**config.mk**
```make
export PLATFORM = sky130hd
export DESIGN_NAME = issue_ctrl
export DESIGN_NICKNAME = d
export VERILOG_FILES = /design/src/rtl/core_pkg.sv /design/src/rtl/issue_scoreboard.sv /design/src/rtl/issue_ctrl.sv
export SDC_FILE = /design/constraint.sdc
export NUM_CORES = 1
export LEC_CHECK = 0
export CORE_MARGIN = 4
export CORE_UTILIZATION = 37
export DETAILED_ROUTE_END_ITERATION = 8
export GPL_TIMING_DRIVEN = 0
export PLACE_DENSITY_LB_ADDON = 0.2
export SETUP_SLACK_MARGIN = 0.15
export SYNTH_ARGS = -nofsm -noshare
export SYNTH_HDL_FRONTEND = slang
export SYNTH_SLANG_ARGS = --single-unit
```
**constraint.sdc**
```tcl
create_clock -name CLK -period 2.05 [get_ports CLK]
set_input_delay 0.41 -clock CLK [delete_from_list [all_inputs] [get_ports CLK]]
set_output_delay 0.41 -clock CLK [all_outputs]
set_load 0.02 [all_outputs]
```
**src/rtl/core_pkg.sv**
```systemverilog
// Shared core definitions: RV32 major opcodes, issue FSM state encoding,
// and small opcode classification helpers used by the issue logic.
package core_pkg;

   localparam logic [6:0] OP_R       = 7'b0110011;
   localparam logic [6:0] OP_I_ALU   = 7'b0010011;
   localparam logic [6:0] OP_I_LOAD  = 7'b0000011;
   localparam logic [6:0] OP_I_JALR  = 7'b1100111;
   localparam logic [6:0] OP_S       = 7'b0100011;
   localparam logic [6:0] OP_B       = 7'b1100011;
   localparam logic [6:0] OP_U_LUI   = 7'b0110111;
   localparam logic [6:0] OP_U_AUIPC = 7'b0010111;
   localparam logic [6:0] OP_J       = 7'b1101111;

   localparam int unsigned INFLIGHT_W   = 3;
   localparam logic [2:0]  INFLIGHT_MAX = 3'd7;

   typedef enum logic {
      ST_EMPTY = 1'b0,
      ST_HOLD  = 1'b1
   } issue_state_t;

   // Instruction reads rs1
   function automatic logic uses_rs1(input logic [6:0] op);
      case (op)
         OP_R, OP_I_ALU, OP_I_LOAD, OP_I_JALR, OP_S, OP_B: uses_rs1 = 1'b1;
         OP_U_LUI, OP_U_AUIPC, OP_J:                       uses_rs1 = 1'b0;
         default:                                          uses_rs1 = 1'b0;
      endcase
   endfunction

   // Instruction reads rs2
   function automatic logic uses_rs2(input logic [6:0] op);
      uses_rs2 = (op == OP_R) || (op == OP_S) || (op == OP_B);
   endfunction

   // Instruction writes rd (stores and branches do not)
   function automatic logic writes_rd(input logic [6:0] op);
      writes_rd = (op != OP_S) && (op != OP_B);
   endfunction

endpackage

```
**src/rtl/issue_scoreboard.sv**
```systemverilog
// Register scoreboard for the issue stage: busy bit per x1..x31 and a
// count of issued, not yet written-back register writers.
// Build option: ISSUE_CTRL_SCOREBOARD_EN enables tracking; without it the
// hazard output is 0 and inflight is tied to 0.
// Ports: CLK/RST (async active-low), held instruction opcode/rd/rs1/rs2,
// issue strobe, write-back WB_VALID/WB_RD, hazard_c (comb), inflight.
module issue_scoreboard
   import core_pkg::*;
#(
   parameter int unsigned OPCODE_W = 7
) (
   input  logic                  CLK,
   input  logic                  RST,
   input  logic [OPCODE_W-1:0]   hold_opcode,
   input  logic [4:0]            hold_rd,
   input  logic [4:0]            hold_rs1,
   input  logic [4:0]            hold_rs2,
   input  logic                  issue,
   input  logic                  WB_VALID,
   input  logic [4:0]            WB_RD,
   output logic                  hazard_c,
   output logic [INFLIGHT_W-1:0] inflight
);

`ifdef ISSUE_CTRL_SCOREBOARD_EN
   logic [31:1] busy_q;
   logic [31:0] busy_eff;
   logic [31:0] busy_n;
   logic [6:0]  op7;
   logic        set_c;
   logic        clr_c;
   logic        sb_unused;

   assign op7   = 7'(hold_opcode);
   assign set_c = issue & (hold_rd != 5'd0) & writes_rd(op7);
   assign clr_c = WB_VALID & (WB_RD != 5'd0);

   // Busy view with this cycle's write-back already applied (bypass); bit 0 is x0
   always_comb begin
      busy_eff = {busy_q, 1'b0};
      if (clr_c) busy_eff[WB_RD] = 1'b0;
   end

   // Set after clear so a same-cycle set/clear of one register stays busy
   always_comb begin
      busy_n = busy_eff;
      if (set_c) busy_n[hold_rd] = 1'b1;
   end

   assign sb_unused = busy_n[0];

   assign hazard_c = (uses_rs1(op7) & busy_eff[hold_rs1]) |
                     (uses_rs2(op7) & busy_eff[hold_rs2]);

   // Busy vector and saturating in-flight count
   always_ff @(posedge CLK or negedge RST) begin
      if (!RST) begin
         busy_q   <= '0;
         inflight <= '0;
      end else begin
         busy_q <= busy_n[31:1];
         if (set_c && !clr_c && (inflight != INFLIGHT_MAX))
            inflight <= inflight + INFLIGHT_W'(1);
         else if (clr_c && !set_c && (inflight != '0))
            inflight <= inflight - INFLIGHT_W'(1);
      end
   end
`else
   logic sb_unused;

   assign sb_unused = ^{CLK, RST, hold_opcode, hold_rd, hold_rs1, hold_rs2,
                        issue, WB_VALID, WB_RD};
   assign hazard_c  = 1'b0;
   assign inflight  = '0;
`endif

endmodule

```
**src/rtl/issue_ctrl.sv**
```systemverilog
// Issue stage: one-entry holding register between decode and execute with
// register hazard checking through issue_scoreboard.
// Build option: ISSUE_CTRL_SCOREBOARD_EN (hazard/in-flight tracking).
// Ports: CLK, RST (async active-low), FLUSH; DEC_* decoded instruction in,
// DEC_STALL back-pressure; EXEC_* instruction offered to execute with
// EXEC_READY handshake; WB_VALID/WB_RD write-back; INFLIGHT count.
module issue_ctrl
   import core_pkg::*;
#(
   parameter int unsigned OPCODE_W = 7
) (
   input  logic                CLK,
   input  logic                RST,
   input  logic                FLUSH,
   input  logic                DEC_VALID,
   input  logic [31:0]         DEC_PC,
   input  logic [OPCODE_W-1:0] DEC_OPCODE,
   input  logic [4:0]          DEC_RD,
   input  logic [4:0]          DEC_RS1,
   input  logic [4:0]          DEC_RS2,
   input  logic [31:0]         DEC_IMM,
   output logic                DEC_STALL,
   output logic                EXEC_VALID,
   output logic [31:0]         EXEC_PC,
   output logic [OPCODE_W-1:0] EXEC_OPCODE,
   output logic [4:0]          EXEC_RD,
   output logic [31:0]         EXEC_IMM,
   input  logic                EXEC_READY,
   input  logic                WB_VALID,
   input  logic [4:0]          WB_RD,
   output logic [2:0]          INFLIGHT
);

   issue_state_t state_q;
   issue_state_t state_n;
   logic [4:0]   rs1_q;
   logic [4:0]   rs2_q;
   logic         hold_c;
   logic         hazard_c;
   logic         issue_c;
   logic         accept_c;

   assign hold_c     = (state_q == ST_HOLD);
   assign EXEC_VALID = hold_c & ~hazard_c & ~FLUSH & (INFLIGHT != INFLIGHT_MAX);
   assign issue_c    = EXEC_VALID & EXEC_READY;
   assign DEC_STALL  = hold_c & ~issue_c;
   assign accept_c   = DEC_VALID & ~DEC_STALL & ~FLUSH;

   // State register
   always_ff @(posedge CLK or negedge RST) begin
      if (!RST) state_q <= ST_EMPTY;
      else      state_q <= state_n;
   end

   // Next state; FLUSH empties the slot regardless of handshakes
   always_comb begin
      state_n = state_q;
      if (FLUSH) begin
         state_n = ST_EMPTY;
      end else begin
         case (state_q)
            ST_EMPTY: if (accept_c) state_n = ST_HOLD;
            ST_HOLD:  if (issue_c && !accept_c) state_n = ST_EMPTY;
            default:  state_n = ST_EMPTY;
         endcase
      end
   end

   // Holding register, loaded on accept and driven straight to execute
   always_ff @(posedge CLK or negedge RST) begin
      if (!RST) begin
         EXEC_PC     <= '0;
         EXEC_OPCODE <= '0;
         EXEC_RD     <= '0;
         EXEC_IMM    <= '0;
         rs1_q       <= '0;
         rs2_q       <= '0;
      end else if (accept_c) begin
         EXEC_PC     <= DEC_PC;
         EXEC_OPCODE <= DEC_OPCODE;
         EXEC_RD     <= DEC_RD;
         EXEC_IMM    <= DEC_IMM;
         rs1_q       <= DEC_RS1;
         rs2_q       <= DEC_RS2;
      end
   end

   issue_scoreboard #(
      .OPCODE_W (OPCODE_W)
   ) u_scoreboard (
      .CLK         (CLK),
      .RST         (RST),
      .hold_opcode (EXEC_OPCODE),
      .hold_rd     (EXEC_RD),
      .hold_rs1    (rs1_q),
      .hold_rs2    (rs2_q),
      .issue       (issue_c),
      .WB_VALID    (WB_VALID),
      .WB_RD       (WB_RD),
      .hazard_c    (hazard_c),
      .inflight    (INFLIGHT)
   );

endmodule
```
==> impl_metrics.env <==
export IMPL_final_hold_violation_count=0
export IMPL_drtAntennaViolNets=0
export IMPL_pin_count_of_the_biggest_net_entering_global_routing=53
export IMPL_leakagePower_nw=2.04
export IMPL_clk_path_buf_depth=2
export IMPL_initial_utilization_pct=38.0
export IMPL_timing_final_ws_setup_ps=281
export IMPL_nets=442
export IMPL_synth_cell_types=12
export IMPL_num_rows=32
export IMPL_synth_async_sr_flop_share_pct=100
export IMPL_run_status="complete, no violations"
export IMPL_timing_worst_setup_path_type="in2out"
export IMPL_final_period_minus_worst_setup_slack_ps=1770
export IMPL_place_ws_ps=-146
export IMPL_tritoncts="built"
export IMPL_number_of_buffers_created_by_cts=9
export IMPL_yosys_cell_count_top_type="sky130_fd_sc_hd__dfrtp_1"
export IMPL_crit_path_top_delay_cell="sky130_fd_sc_hd__clkdlybuf4s50_1"
export IMPL_die_w_microns=96.9
export IMPL_crit_path_max_incr_delay_ps=470
export IMPL_commonest_cells_in_the_netlist="sky130_fd_sc_hd__dfrtp_1 (77), sky130_fd_sc_hd__mux2_1 (40), sky130_fd_sc_hd__mux2_2 (36)"
export IMPL_grtUsageTotal_pct=15.6
export IMPL_top_level_ports=178
export IMPL_power_density_of_the_placed_cells_mw_per_mm2=925
export IMPL_power_total_w=0.00453
export IMPL_antennaDiodeCount=0
export IMPL_worst_setup_path_end_kind="output pin"
export IMPL_grt_setup_unrepaired="false"
export IMPL_globalplace_congestion=0.779
export IMPL_number_of_global_route_vias_before_repair=2277
export IMPL_areaGrowthSynthToFinish_pct=67.4
export IMPL_setup_viol=0
export IMPL_post_route_cells_drive_above_1_share_pct=18.9
export IMPL_area_of_all_placed_cells_without_fillers_sq_mm=0.00489
export IMPL_netlist_area_leader_share_pct=65.9
export IMPL_route_vias_total=2030
export IMPL_io_buffer_count=158
export IMPL_worst_clock_skew_ps=10.9
export IMPL_core_sq_mm=0.00769
export IMPL_critPathRequiredTime_ps=1640
export IMPL_worst_skew_pair_late_latency_ps=330
export IMPL_cts_htree_levels=3
export IMPL_syn_area_per_cell_sq_um=17.0
export IMPL_top_ff_cell_synth="sky130_fd_sc_hd__dfrtp_1"
export IMPL_syn_instance_count=172
export IMPL_grt_first_pass_wirelength_microns=11800
export IMPL_dp_hpwl_microns=5520
export IMPL_seqCellArea_sq_mm=0.00193
export IMPL_yosysWarnings=0
export IMPL_fill_cells=600
export IMPL_synth_edff_count=0
export IMPL_die_height_microns=96.9
export IMPL_postPlaceCellArea_sq_mm=0.00467
export IMPL_synth_area_leader_cell="sky130_fd_sc_hd__dfrtp_1"
export IMPL_post_route_period_util_pct=86.3
export IMPL_cp_arrival_ps=1360
export IMPL_cts_clk_pin_slew_worst_paths_ps=80
export IMPL_post_route_util_pct=63.7
export IMPL_ys_ff_latch=77
export IMPL_timing_critical_path_cells="clkdlybuf4s50_1 > nor2b_1 > dlygate4sd2_1"
export IMPL_max_vdd_ir_drop_mv=0.452
export IMPL_first_pass_iters=3
export IMPL_fp_dieArea_sq_mm=0.00939
export IMPL_finalMaxSlewViolations=0
export IMPL_multi_input_area_sq_um=907
export IMPL_viasPerCell=4.49
export IMPL_route_detailed_drc=0
export IMPL_clockRootBuffer="sky130_fd_sc_hd__clkbuf_8"
export IMPL_grt_antenna_before_repair=0
export IMPL_grt_overflow=0
export IMPL_detail_route_iter0_violations=19
export IMPL_routed_wirelength_normalized_by_instance_count_microns=15.7
export IMPL_postRouteWirelength_microns=7090
export IMPL_cap_viol_max_count=0
export IMPL_type_of_the_tightest_min_delay_check="reg2reg"
export IMPL_synth_area_sq_mm=0.00292
export IMPL_netlist_top_cells_area="sky130_fd_sc_hd__dfrtp_1 (66%), sky130_fd_sc_hd__mux2_1 (15%), sky130_fd_sc_hd__mux2_2 (14%)"
export IMPL_seq_area_frac_synth_pct=65.9
export IMPL_clock_sinks=77
export IMPL_worstSetupStartpointType="input port"
export IMPL_critical_path_peak_fanout=4
export IMPL_maxClockFrequency_mhz=565
## path summary, 6_finish.rpt
path | from | end | slack [ps] | cells past startpoint
hold reg to reg | EXEC_PC[20] | EXEC_PC[20] | 490 | 1
setup reg to reg | hold_c | EXEC_IMM[19] | 390 | 5
min in group asynchronous | RST | EXEC_IMM[26] | 520 | 2
max in group asynchronous | RST | EXEC_IMM[15] | 940 | 3
setup / recovery | FLUSH | EXEC_VALID | 280 | 3
hold / removal | EXEC_PC[20] | EXEC_PC[20] | 490 | 1
## metal layers
metal / GRT usage, % / share of wire (%)
met4: 4.97 / 0.92
met1: 19.1 / 43
met5: 0 / 0
met2: 26.0 / 49
met3: 5.48 / 7.5
## worst max-delay path, delay by kind of cell
family / cells / cell delay, ps
buffers and inverters: 2 / 820
and+or+nand+nor: 1 / 130
## metrics by stage
step	cells	hold WS, ps	TNS (ps)
after global routing	452	507	0
after detailed placement	435	354	-2750
final	452	488	0
after CTS	452	491	0
after floorplan	174	114	0
after global placement	434	467	-171740
## layout by cell type (no fill, tap or decap), types with 2 or more instances in the layout
master | Yosys | routed
sky130_fd_sc_hd__buf_2 | 3 | 3
sky130_fd_sc_hd__buf_4 | 3 | 4
sky130_fd_sc_hd__buf_6 | 5 | 5
sky130_fd_sc_hd__bufinv_16 | 0 | 2
sky130_fd_sc_hd__clkbuf_8 | 0 | 10
sky130_fd_sc_hd__clkdlybuf4s50_1 | 0 | 155
sky130_fd_sc_hd__clkinvlp_4 | 0 | 2
sky130_fd_sc_hd__conb_1 | 1 | 3
sky130_fd_sc_hd__dfrtp_1 | 77 | 77
sky130_fd_sc_hd__mux2_1 | 40 | 40
sky130_fd_sc_hd__mux2_2 | 36 | 36
sky130_fd_sc_hd__nor2_1 | 2 | 2
sky130_fd_sc_hd__nor2b_1 | 2 | 2
## registers in the layout, indices dropped and copies added (netlist names)
register	count
EXEC_IMM	32
EXEC_OPCODE	7
EXEC_PC	32
EXEC_RD	5
hold_c	1
## power breakdown
part	total, W	switching, W	internal [W]	leakage (nW)
clock	0.00127	0.000547	0.000722	0.106
sequential	0.00190	0.000121	0.00177	0.906
combinational	0.00136	0.000603	0.000759	1.03
## kinds of logic after synthesis
logic type / after synthesis / synth area share [%]
AOI/OAI and AO/OA: 1 / 0.257
buffers and inverters: 12 / 3.34
DFF: 77 / 65.9
muxes: 76 / 29.3
other: 1 / 0.128
and+or+nand+nor: 5 / 1.11
## area by class of cell
type	instances	area share [%]
clock inverter	5	1.71
clock buffer	11	2.89
inverter	1	0.0767
multi-input combinational	85	18.5
tap	102	2.61
timing repair buffer	160	32.9
sequential	77	39.4
buffer	11	1.92
## timing repair
action	CTS	global route
pin swaps	0	0
gates cloned	0	0
resized for setup	2	3
setup endpoints to repair	2	1
hold buffers	1	0
endpoints found under the hold margin	25	0
buffers inserted	0	0
No activity file was read; power rests on OpenSTA's default activity.
